**src/rtl/nw_pkg.sv**
```systemverilog
// Shared symbol codes, score constants, FSM encoding and per-state control decode
// for the NW alignment control path.
package nw_pkg;

  localparam logic [2:0] SYM_A = 3'b100;
  localparam logic [2:0] SYM_C = 3'b110;
  localparam logic [2:0] SYM_G = 3'b001;
  localparam logic [2:0] SYM_T = 3'b011;

  localparam int SCORE_GAP      = -2;
  localparam int SCORE_MATCH    = 1;
  localparam int SCORE_MISMATCH = -1;

  typedef enum logic [2:0] {IDLE, INIT, READ, INS, NEXT, TRACE, DONE, ERR} state_t;

  typedef struct packed {
    logic en_init;
    logic en_read;
    logic en_ins;
    logic we;
    logic change_index;
    logic en_traceB;
    logic busy;
    logic done;
    logic err;
  } ctl_t;

  // Moore decode; registered against the next state so outputs line up with it.
  function automatic ctl_t ctl_of(state_t s);
    ctl_t c;
    c              = '0;
    c.en_init      = (s == INIT);
    c.en_read      = (s == READ);
    c.en_ins       = (s == INS);
    c.we           = (s == INIT) || (s == INS);
    c.change_index = (s == NEXT);
    c.en_traceB    = (s == TRACE);
    c.busy         = !(s inside {IDLE, DONE, ERR});
    c.done         = (s == DONE);
    c.err          = (s == ERR);
    return c;
  endfunction

endpackage

```
**src/rtl/nw_seq_store.sv**
```systemverilog
// Two N-entry symbol register files (A rows, B cols): one shared write port,
// one asynchronous read port per sequence.
module nw_seq_store
  import nw_pkg::*;
#(
  parameter int N       = 5,
  parameter int BitAddr = $clog2(N+1)
) (
  input  logic               clk,
  input  logic               we,
  input  logic               sel,
  input  logic [BitAddr:0]   addr,
  input  logic [2:0]         sym,
  input  logic [BitAddr-1:0] ia,
  input  logic [BitAddr-1:0] ib,
  output logic [2:0]         sym_a,
  output logic [2:0]         sym_b
);

  localparam logic [BitAddr:0] LIM = (BitAddr+1)'(N);

  logic [N-1:0][2:0] mem_a, mem_b;

  // Contents survive reset so a loaded pair can be rerun after an abort.
  always_ff @(posedge clk) begin
    if (we && (addr < LIM)) begin
      if (sel) mem_b[addr[BitAddr-1:0]] <= sym;
      else     mem_a[addr[BitAddr-1:0]] <= sym;
    end
  end

  assign sym_a = mem_a[ia];
  assign sym_b = mem_b[ib];

endmodule

```
**src/rtl/nw_fill_sequencer.sv**
```systemverilog
// Control FSM ahead of the NW datapath: init, row-major cell fill (read/insert/next),
// traceback, with handshake timeouts and an early end_filling protocol check.
module nw_fill_sequencer
  import nw_pkg::*;
#(
  parameter int N          = 5,
  parameter int BitAddr    = $clog2(N+1),
  parameter int INS_CYCLES = 4,
  parameter int TIMEOUT    = 64
) (
  input  logic             clk,
  input  logic             rst,
  input  logic             start,
  input  logic             seq_we,
  input  logic             seq_sel,
  input  logic [BitAddr:0] seq_addr,
  input  logic [2:0]       seq_sym,
  input  logic             end_init,
  input  logic             calculated,
  input  logic             end_filling,
  input  logic             end_c,
  output logic [2:0]       a,
  output logic [2:0]       b,
  output logic             en_init,
  output logic             en_read,
  output logic             en_ins,
  output logic             we,
  output logic             change_index,
  output logic             en_traceB,
  output logic             busy,
  output logic             done,
  output logic             err
);

  localparam int                 CW       = $clog2(TIMEOUT);
  localparam logic [CW-1:0]      TMO_LAST = CW'(TIMEOUT-1);
  localparam logic [CW-1:0]      INS_LAST = CW'(INS_CYCLES-1);
  localparam logic [BitAddr-1:0] IDX_ONE  = BitAddr'(1);
  localparam logic [BitAddr-1:0] IDX_N    = BitAddr'(N);

  state_t             state_q, state_nx;
  ctl_t               ctl_q;
  logic [CW-1:0]      cnt_q;
  logic [BitAddr-1:0] i_q, j_q;
  logic [2:0]         sym_a, sym_b;
  logic               store_we, last_cell, ins_end, timed_out;

  assign store_we  = seq_we && (state_q inside {IDLE, DONE, ERR});
  assign last_cell = (i_q == IDX_N) && (j_q == IDX_N);
  assign ins_end   = (state_q == INS) && (cnt_q == INS_LAST);
  assign timed_out = (cnt_q == TMO_LAST);

  nw_seq_store #(.N(N), .BitAddr(BitAddr)) u_store (
    .clk   (clk),
    .we    (store_we),
    .sel   (seq_sel),
    .addr  (seq_addr),
    .sym   (seq_sym),
    .ia    (i_q - IDX_ONE),
    .ib    (j_q - IDX_ONE),
    .sym_a (sym_a),
    .sym_b (sym_b)
  );

  always_comb begin
    state_nx = state_q;
    case (state_q)
      IDLE:    if (start) state_nx = INIT;
      INIT:    if (end_init) state_nx = READ; else if (timed_out) state_nx = ERR;
      READ:    if (calculated) state_nx = INS; else if (timed_out) state_nx = ERR;
      INS:     if (ins_end) state_nx = last_cell ? TRACE : NEXT;
      NEXT:    state_nx = READ;
      TRACE:   if (end_c) state_nx = DONE; else if (timed_out) state_nx = ERR;
      DONE:    if (start) state_nx = INIT;
      default: state_nx = ERR;
    endcase
    // end_filling is legal only once the final insertion burst is finishing.
    if (end_filling && (state_q inside {INIT, READ, INS, NEXT}) && !(ins_end && last_cell))
      state_nx = ERR;
  end

  always_ff @(posedge clk or posedge rst) begin
    if (rst) begin
      state_q <= IDLE;
      ctl_q   <= '0;
      cnt_q   <= '0;
      i_q     <= IDX_ONE;
      j_q     <= IDX_ONE;
      a       <= '0;
      b       <= '0;
    end else begin
      state_q <= state_nx;
      ctl_q   <= ctl_of(state_nx);
      if (state_nx != state_q)                        cnt_q <= '0;
      else if (state_q inside {INIT, READ, INS, TRACE}) cnt_q <= cnt_q + 1'b1;
      // Index advances as INS closes, so the store already shows the next cell during NEXT.
      if (state_nx == INIT) begin
        i_q <= IDX_ONE;
        j_q <= IDX_ONE;
      end else if ((state_q == INS) && (state_nx == NEXT)) begin
        if (j_q == IDX_N) begin
          j_q <= IDX_ONE;
          i_q <= i_q + 1'b1;
        end else begin
          j_q <= j_q + 1'b1;
        end
      end
      if ((state_nx == READ) && (state_q != READ)) begin
        a <= sym_a;
        b <= sym_b;
      end
    end
  end

  assign en_init      = ctl_q.en_init;
  assign en_read      = ctl_q.en_read;
  assign en_ins       = ctl_q.en_ins;
  assign we           = ctl_q.we;
  assign change_index = ctl_q.change_index;
  assign en_traceB    = ctl_q.en_traceB;
  assign busy         = ctl_q.busy;
  assign done         = ctl_q.done;
  assign err          = ctl_q.err;

endmodule

```
**config.mk**
```make
export PLATFORM = sky130hd
export DESIGN_NAME = nw_fill_sequencer
export DESIGN_NICKNAME = d
export VERILOG_FILES = /design/src/rtl/nw_pkg.sv /design/src/rtl/nw_seq_store.sv /design/src/rtl/nw_fill_sequencer.sv
export SDC_FILE = /design/constraint.sdc
export NUM_CORES = 1
export LEC_CHECK = 0
export ABC_AREA = 1
export CORE_MARGIN = 8
export CORE_UTILIZATION = 50
export CTS_BUF_LIST = sky130_fd_sc_hd__clkbuf_4 sky130_fd_sc_hd__clkbuf_8
export CTS_CLUSTER_DIAMETER = 40
export DETAILED_ROUTE_END_ITERATION = 7
export PLACE_DENSITY = 0.72
export SLEW_MARGIN = 25
export SYNTH_ARGS = -nofsm -noshare
export SYNTH_HDL_FRONTEND = slang
export SYNTH_SLANG_ARGS = --single-unit
export TNS_END_PERCENT = 1
```
**constraint.sdc**
```tcl
create_clock -name clk -period 4.7 [get_ports clk]
set_input_delay 1.41 -clock clk [delete_from_list [all_inputs] [get_ports clk]]
set_output_delay 1.41 -clock clk [all_outputs]
set_load 0.02 [all_outputs]
```
* Yosys cells after proc, flatten, opt, wreduce, memory -nomap -nowiden
Index checks and enable logic that the tools add are counted.
Word-level totals: register bits after elaboration 60, bits in latches 0, bits in writable memories 0, ROM bits 0, output and inout bits 15, memories kept 0
Operators by class: add/sub/neg operators 5, $mul 0, div/mod/pow operators 0, magnitude comparators 5, equal/unequal tests 20, shifts and indexed selects 0, mux-type cells 25, bitwise gates (word level) 1, reductions and logical operators 26
Operators by type and width (count):
- 3-bit two-way mux | 16
- 15-bit bitwise mux | 2
- 3-bit == test (second input constant) | 10
- 3-bit binary-select mux with 3-bit select | 2
- 3-bit one-hot mux with 6 select lines | 1
- 3-bit by 2-bit == test with 1-bit output (second input constant) | 4
- 3-bit by 4-bit < comparator with 1-bit output (second input constant) | 3
- 6-bit two-way mux | 2
- 1-bit logical AND | 10
- 3-bit demux with 3-bit select | 1
- 4-bit nonzero test | 2
- 3-bit by 1-bit adder with 3-bit output (second input constant) | 2
- 6-bit by 1-bit adder with 6-bit output (second input constant) | 1
- 3-bit by 1-bit == test with 1-bit output (second input constant) | 2
- 6-bit by 2-bit == test with 1-bit output (second input constant) | 1
- 6-bit == test (second input constant) | 1
- 3-bit logical NOT | 2
- 2-bit AND reduction | 3
- 2-bit nonzero test | 3
- 3-bit nonzero test | 2
- 3-bit by 1-bit subtractor with 3-bit output (second input constant) | 2
- 4-bit by 3-bit < comparator with 1-bit output (second input constant) | 1
- 3-bit by 1-bit greater-or-equal comparator with 1-bit output (second input constant) | 1
- 3-bit by 2-bit != test with 1-bit output (second input constant) | 1
- other kinds (6) | 7

* Logic depth before layout (Yosys ltp)
word-level depth 10, gate-level depth with buffers 15

* Modules after synthesis
A second synthesis with hierarchy kept.
Unflattened totals: cells, all modules 360, area, all modules 3213.1 um^2
Modules (own cells, without submodules):
- nw_fill_sequencer | times used 1, cells an instance 229, area an instance 1820.5 um^2, sequential area each 753.2 um^2
- nw_seq_store | times used 1, cells an instance 131, area an instance 1392.6 um^2, sequential area each 900.9 um^2

* Worst setup path before layout
No wires, ideal clock.
path kind input to register, start input port seq_addr[1], end register u_store.mem_a[0] (netlist name) (enable), library setup time 0.319 ns, arrival 2.264 ns, path slack 2.117 ns, stages 7, buffers on the path 0, cell sequence inv_1 > nand2_1 > inv_1 > nor2_1 > nor4b_1 > nand2_1 > nor2_1
Between the ends: cells in the longest elaborated chain, start to end 3
Ends and longest elaborated chain:
- start: declaration | RTL line nw_fill_sequencer.sv:16 | input logic [BitAddr:0] seq_addr,
- 4-bit by 3-bit < comparator with 1-bit output | RTL line nw_seq_store.sv:26 | if (we && (addr < LIM)) begin
- 1-bit logical AND | RTL line nw_seq_store.sv:26
- 2-bit AND reduction (no line)
- end signal: indexed assignment | RTL line nw_seq_store.sv:28 | else mem_a[addr[BitAddr-1:0]] <= sym;
- end: declaration | RTL line nw_seq_store.sv:22 | logic [N-1:0][2:0] mem_a, mem_b;
Every way passes these cells. A chain may end at the register's enable or synchronous reset.

* Worst setup path in the final report
start input port seq_addr[1], end register u_store.mem_a[7] (netlist name) (enable)
Same word-level chain as after synthesis.

==> impl_metrics.env <==
export IMPL_cts_buffers=9
export IMPL_grt_pass1_vias=2220
export IMPL_ant_nets=0
export IMPL_path_buf_inv=3
export IMPL_worstMarginPinSlew_ns=0.603
export IMPL_worst_slack_ns=1.81
export IMPL_clkTransAtPathRegs_ns=0.06
export IMPL_track_usage=0.147
export IMPL_setup_worst_path_start_class="input port"
export IMPL_firstDrtPassIters=4
export IMPL_synthCells=311
export IMPL_final_hold_viol_count=0
export IMPL_finalClockSkew_ns=0.00581
export IMPL_synth_nets=335
export IMPL_crit_fanout=5
export IMPL_rows=28
export IMPL_antenna_found_initial=0
export IMPL_syn_avg_cell_area_um2=9.53
export IMPL_fmax_ghz=0.347
export IMPL_core_area_mm2=0.00582
export IMPL_ctsHoldBuffers=0
export IMPL_wl_per_cell_um=13.5
export IMPL_cp_slowest_cell="clkdlybuf4s50_1"
export IMPL_htree_levels=3
export IMPL_post_cts_buffers=0
export IMPL_endpoint_kind="register"
export IMPL_hpwl_mm=4.34
export IMPL_overflow=0
export IMPL_yosysWarnings=0
export IMPL_yosysTopAreaCellShare=0.304
export IMPL_ios=31
export IMPL_path_delay_family="simple AND/OR/NAND/NOR gates"
export IMPL_dieWidth_um=93.0
export IMPL_dieArea_mm2=0.00865
export IMPL_synth_cell_area_mm2=0.00296
export IMPL_slew_headroom=0.597
export IMPL_min_period_over_period=0.614
export IMPL_synth_cell_type_count=32
export IMPL_hold_path_class="reg2reg"
export IMPL_die_y_um=93.0
export IMPL_synthToLayoutAreaGrowth_pct=18.0
export IMPL_fin_crit_ns=2.89
export IMPL_clock_latency_ns=0.34
export IMPL_drcViolationCount=0
export IMPL_drive_above_1_share=0.105
export IMPL_setup_viol=0
export IMPL_status="completed"
export IMPL_ys_seq_area_frac=0.558
export IMPL_cts_sinks=60
export IMPL_layout_nets=373
export IMPL_ys_seq_elements=60
export IMPL_critPathKind="in2reg"
export IMPL_crit_required_ns=4.72
export IMPL_rsz0062_at_grt="no"
export IMPL_power_density_mw_per_mm2=277
export IMPL_worstPathArrival_ns=2.91
export IMPL_critical_path_max_stage_delay_ns=0.45
export IMPL_io_buffers=30
export IMPL_cts_tree="built"
export IMPL_cts_max_path_buffers=2
export IMPL_utilization=0.601
export IMPL_drv_cap=0
export IMPL_ir_drop_mv=0.254
export IMPL_antennaDiodeCount=0
export IMPL_routed_wl_mm=5.79
export IMPL_slew_viol_final=0
export IMPL_post_place_ws_ns=1.43
export IMPL_vias=2202
export IMPL_drtIter0Drc=65
export IMPL_initial_core_util=0.509
export IMPL_cp_cell_sequence="clkdlybuf4s50_1, inv_1, nand2_1, inv_1, nor2_1, nor4b_1, nand2_1, nor2_1"
export IMPL_yosys_area_top_type="edfxtp_1"
export IMPL_vias_per_cell=5.13
export IMPL_leakagePower_nw=1.60
export IMPL_grt_pass1_wl_mm=9.85
export IMPL_place_congestion=0.856
export IMPL_setup_tns_final_ns=0
export IMPL_synth_area_leaders="edfxtp_1 (30%), dfrtp_1 (24%), nand2_1 (11%)"
export IMPL_cts_root_buf="clkbuf_8"
export IMPL_cts_resized=0
export IMPL_grt_max_degree=30
[synth_stat cells]
library cell / number
nand3b_1: 1
nor2_4: 2
dfstp_2: 2
nand2_2: 3
ha_1: 8
nand2_1: 85
inv_2: 2
dfrtp_1: 28
xor2_1: 7
o21ai_0: 9
clkbuf_1: 2
a21oi_1: 8
a32o_1: 6
or2_2: 1
nand2_4: 2
nor2_1: 35
nor4b_1: 1
nor2_8: 1
clkinv_1: 1
nand3_2: 3
inv_4: 2
edfxtp_1: 30
o21bai_1: 3
mux2i_1: 1
xnor2_1: 3
nand3_4: 1
inv_1: 26
nor2_2: 1
buf_6: 2
nand3_1: 25
nor3_1: 5
nand4_1: 5
[worst reg2reg max path: stages, from the launching register on]
cell and delay (ns):
dfstp_2 0.64, ha_1 0.20, nand2_2 0.09, nor2_1 0.21, nand3_1 0.14, nand2_2 0.12, nand2_1 0.06, nor2_1 0.24
nand3_2 0.19, nand2_2 0.13, nand2_1 0.10, nand2_1 0.07, nand2_1 0.05
[final timing paths]
kind	startpoint	end	slack, ns	depth (start not counted)
min in group asynchronous	rst	b[0]$_DFFE_PP0P_	1.46	2
worst max-delay path	seq_addr[1]	u_store.mem_a[7]$_DFFE_PP_	1.81	8
worst min-delay path	a[0]$_DFFE_PP0P_	a[0]$_DFFE_PP0P_	0.47	2
max in group asynchronous	rst	i_q[0]$_DFFE_PP1P_	2.68	3
worst max register to register	j_q[0]$_DFFE_PP1P_	i_q[1]$_DFFE_PP0P_	2.36	12
worst min register to register	a[0]$_DFFE_PP0P_	a[0]$_DFFE_PP0P_	0.47	2
[flip-flops by register name, indices dropped and copies added, names as in the netlist]
| name | flops |
|---|---|
| u_store.mem_a | 15 |
| u_store.mem_b | 15 |
| cnt_q | 6 |
| a | 3 |
| b | 3 |
| i_q | 3 |
| j_q | 3 |
| state_q | 3 |
| busy | 1 |
| change_index | 1 |
| done | 1 |
| en_init | 1 |
| en_ins | 1 |
| en_read | 1 |
| en_traceB | 1 |
| err | 1 |
| we | 1 |
[layout by cell type (no fill, tap or decap), types with 2 or more instances in the layout]
cell type,synthesis,final
a21oi_1,8,8
a32o_1,6,6
clkbuf_8,0,9
clkdlybuf4s50_1,0,30
clkinv_1,1,2
clkinv_2,0,4
dfrtp_1,28,28
dfstp_2,2,2
edfxtp_1,30,30
ha_1,8,8
inv_1,26,25
inv_2,2,3
inv_4,2,2
nand2_1,85,85
nand2_2,3,3
nand2_4,2,2
nand3_1,25,25
nand3_2,3,3
nand4_1,5,5
nor2_1,35,35
nor2_4,2,2
nor3_1,5,5
o21ai_0,9,9
o21bai_1,3,3
xnor2_1,3,3
xor2_1,7,7
[power by group]
group / internal (mW) / switching [mW]
clock: 0.191 / 0.191
sequential: 0.555 / 0.000651
combinational: 0.0136 / 0.0163
total: 0.760 / 0.208
[logic make-up (layout without fill, tap and decap cells)]
| kind of cell | count (synthesis) | in the layout | share of synthesized area |
|---|---|---|---|
| AND/OR/NAND/NOR | 171 | 171 | 0.267 |
| flip-flops | 60 | 60 | 0.558 |
| buffers and inverters | 35 | 78 | 0.0511 |
| AO/OA/AOI/OAI | 26 | 26 | 0.0566 |
| XOR/XNOR | 10 | 10 | 0.0296 |
| adder cells (fa/ha/maj) | 8 | 8 | 0.0338 |
| multiplexers | 1 | 1 | 0.00338 |
[routing by layer]
| layer | vias up | wire (um) | global-route usage |
|---|---|---|---|
| met5 | - | 0 | 0 |
| met3 | 12 | 287 | 0.0385 |
| met4 | 0 | 98 | 0.0859 |
| met1 | 1025 | 2500 | 0.158 |
| li1 | 1119 | - | - |
| met2 | 46 | 2910 | 0.256 |
[stage by stage]
step / instance area (um2) / power, mW / instances / hold WS [ns]
floorplan: 2960 / 0.575 / 311 / 0.467
global placement: 3330 / 0.596 / 413 / 0.458
detailed placement: 3330 / 0.596 / 413 / 0.458
CTS: 3500 / 0.976 / 429 / 0.475
global route: 3500 / 0.999 / 429 / 0.504
finish: 3500 / 0.968 / 429 / 0.471
[final cells by class]
class | count | area [um2]
fill | 529 | 2320
sequential | 60 | 1650
multi-input combinational | 216 | 1160
timing repair buffer | 31 | 308
clock buffer | 10 | 131
inverter | 31 | 121
tap | 75 | 93.8
clock inverter | 6 | 31.3
Note: power is estimated with default switching activity, not from simulation.
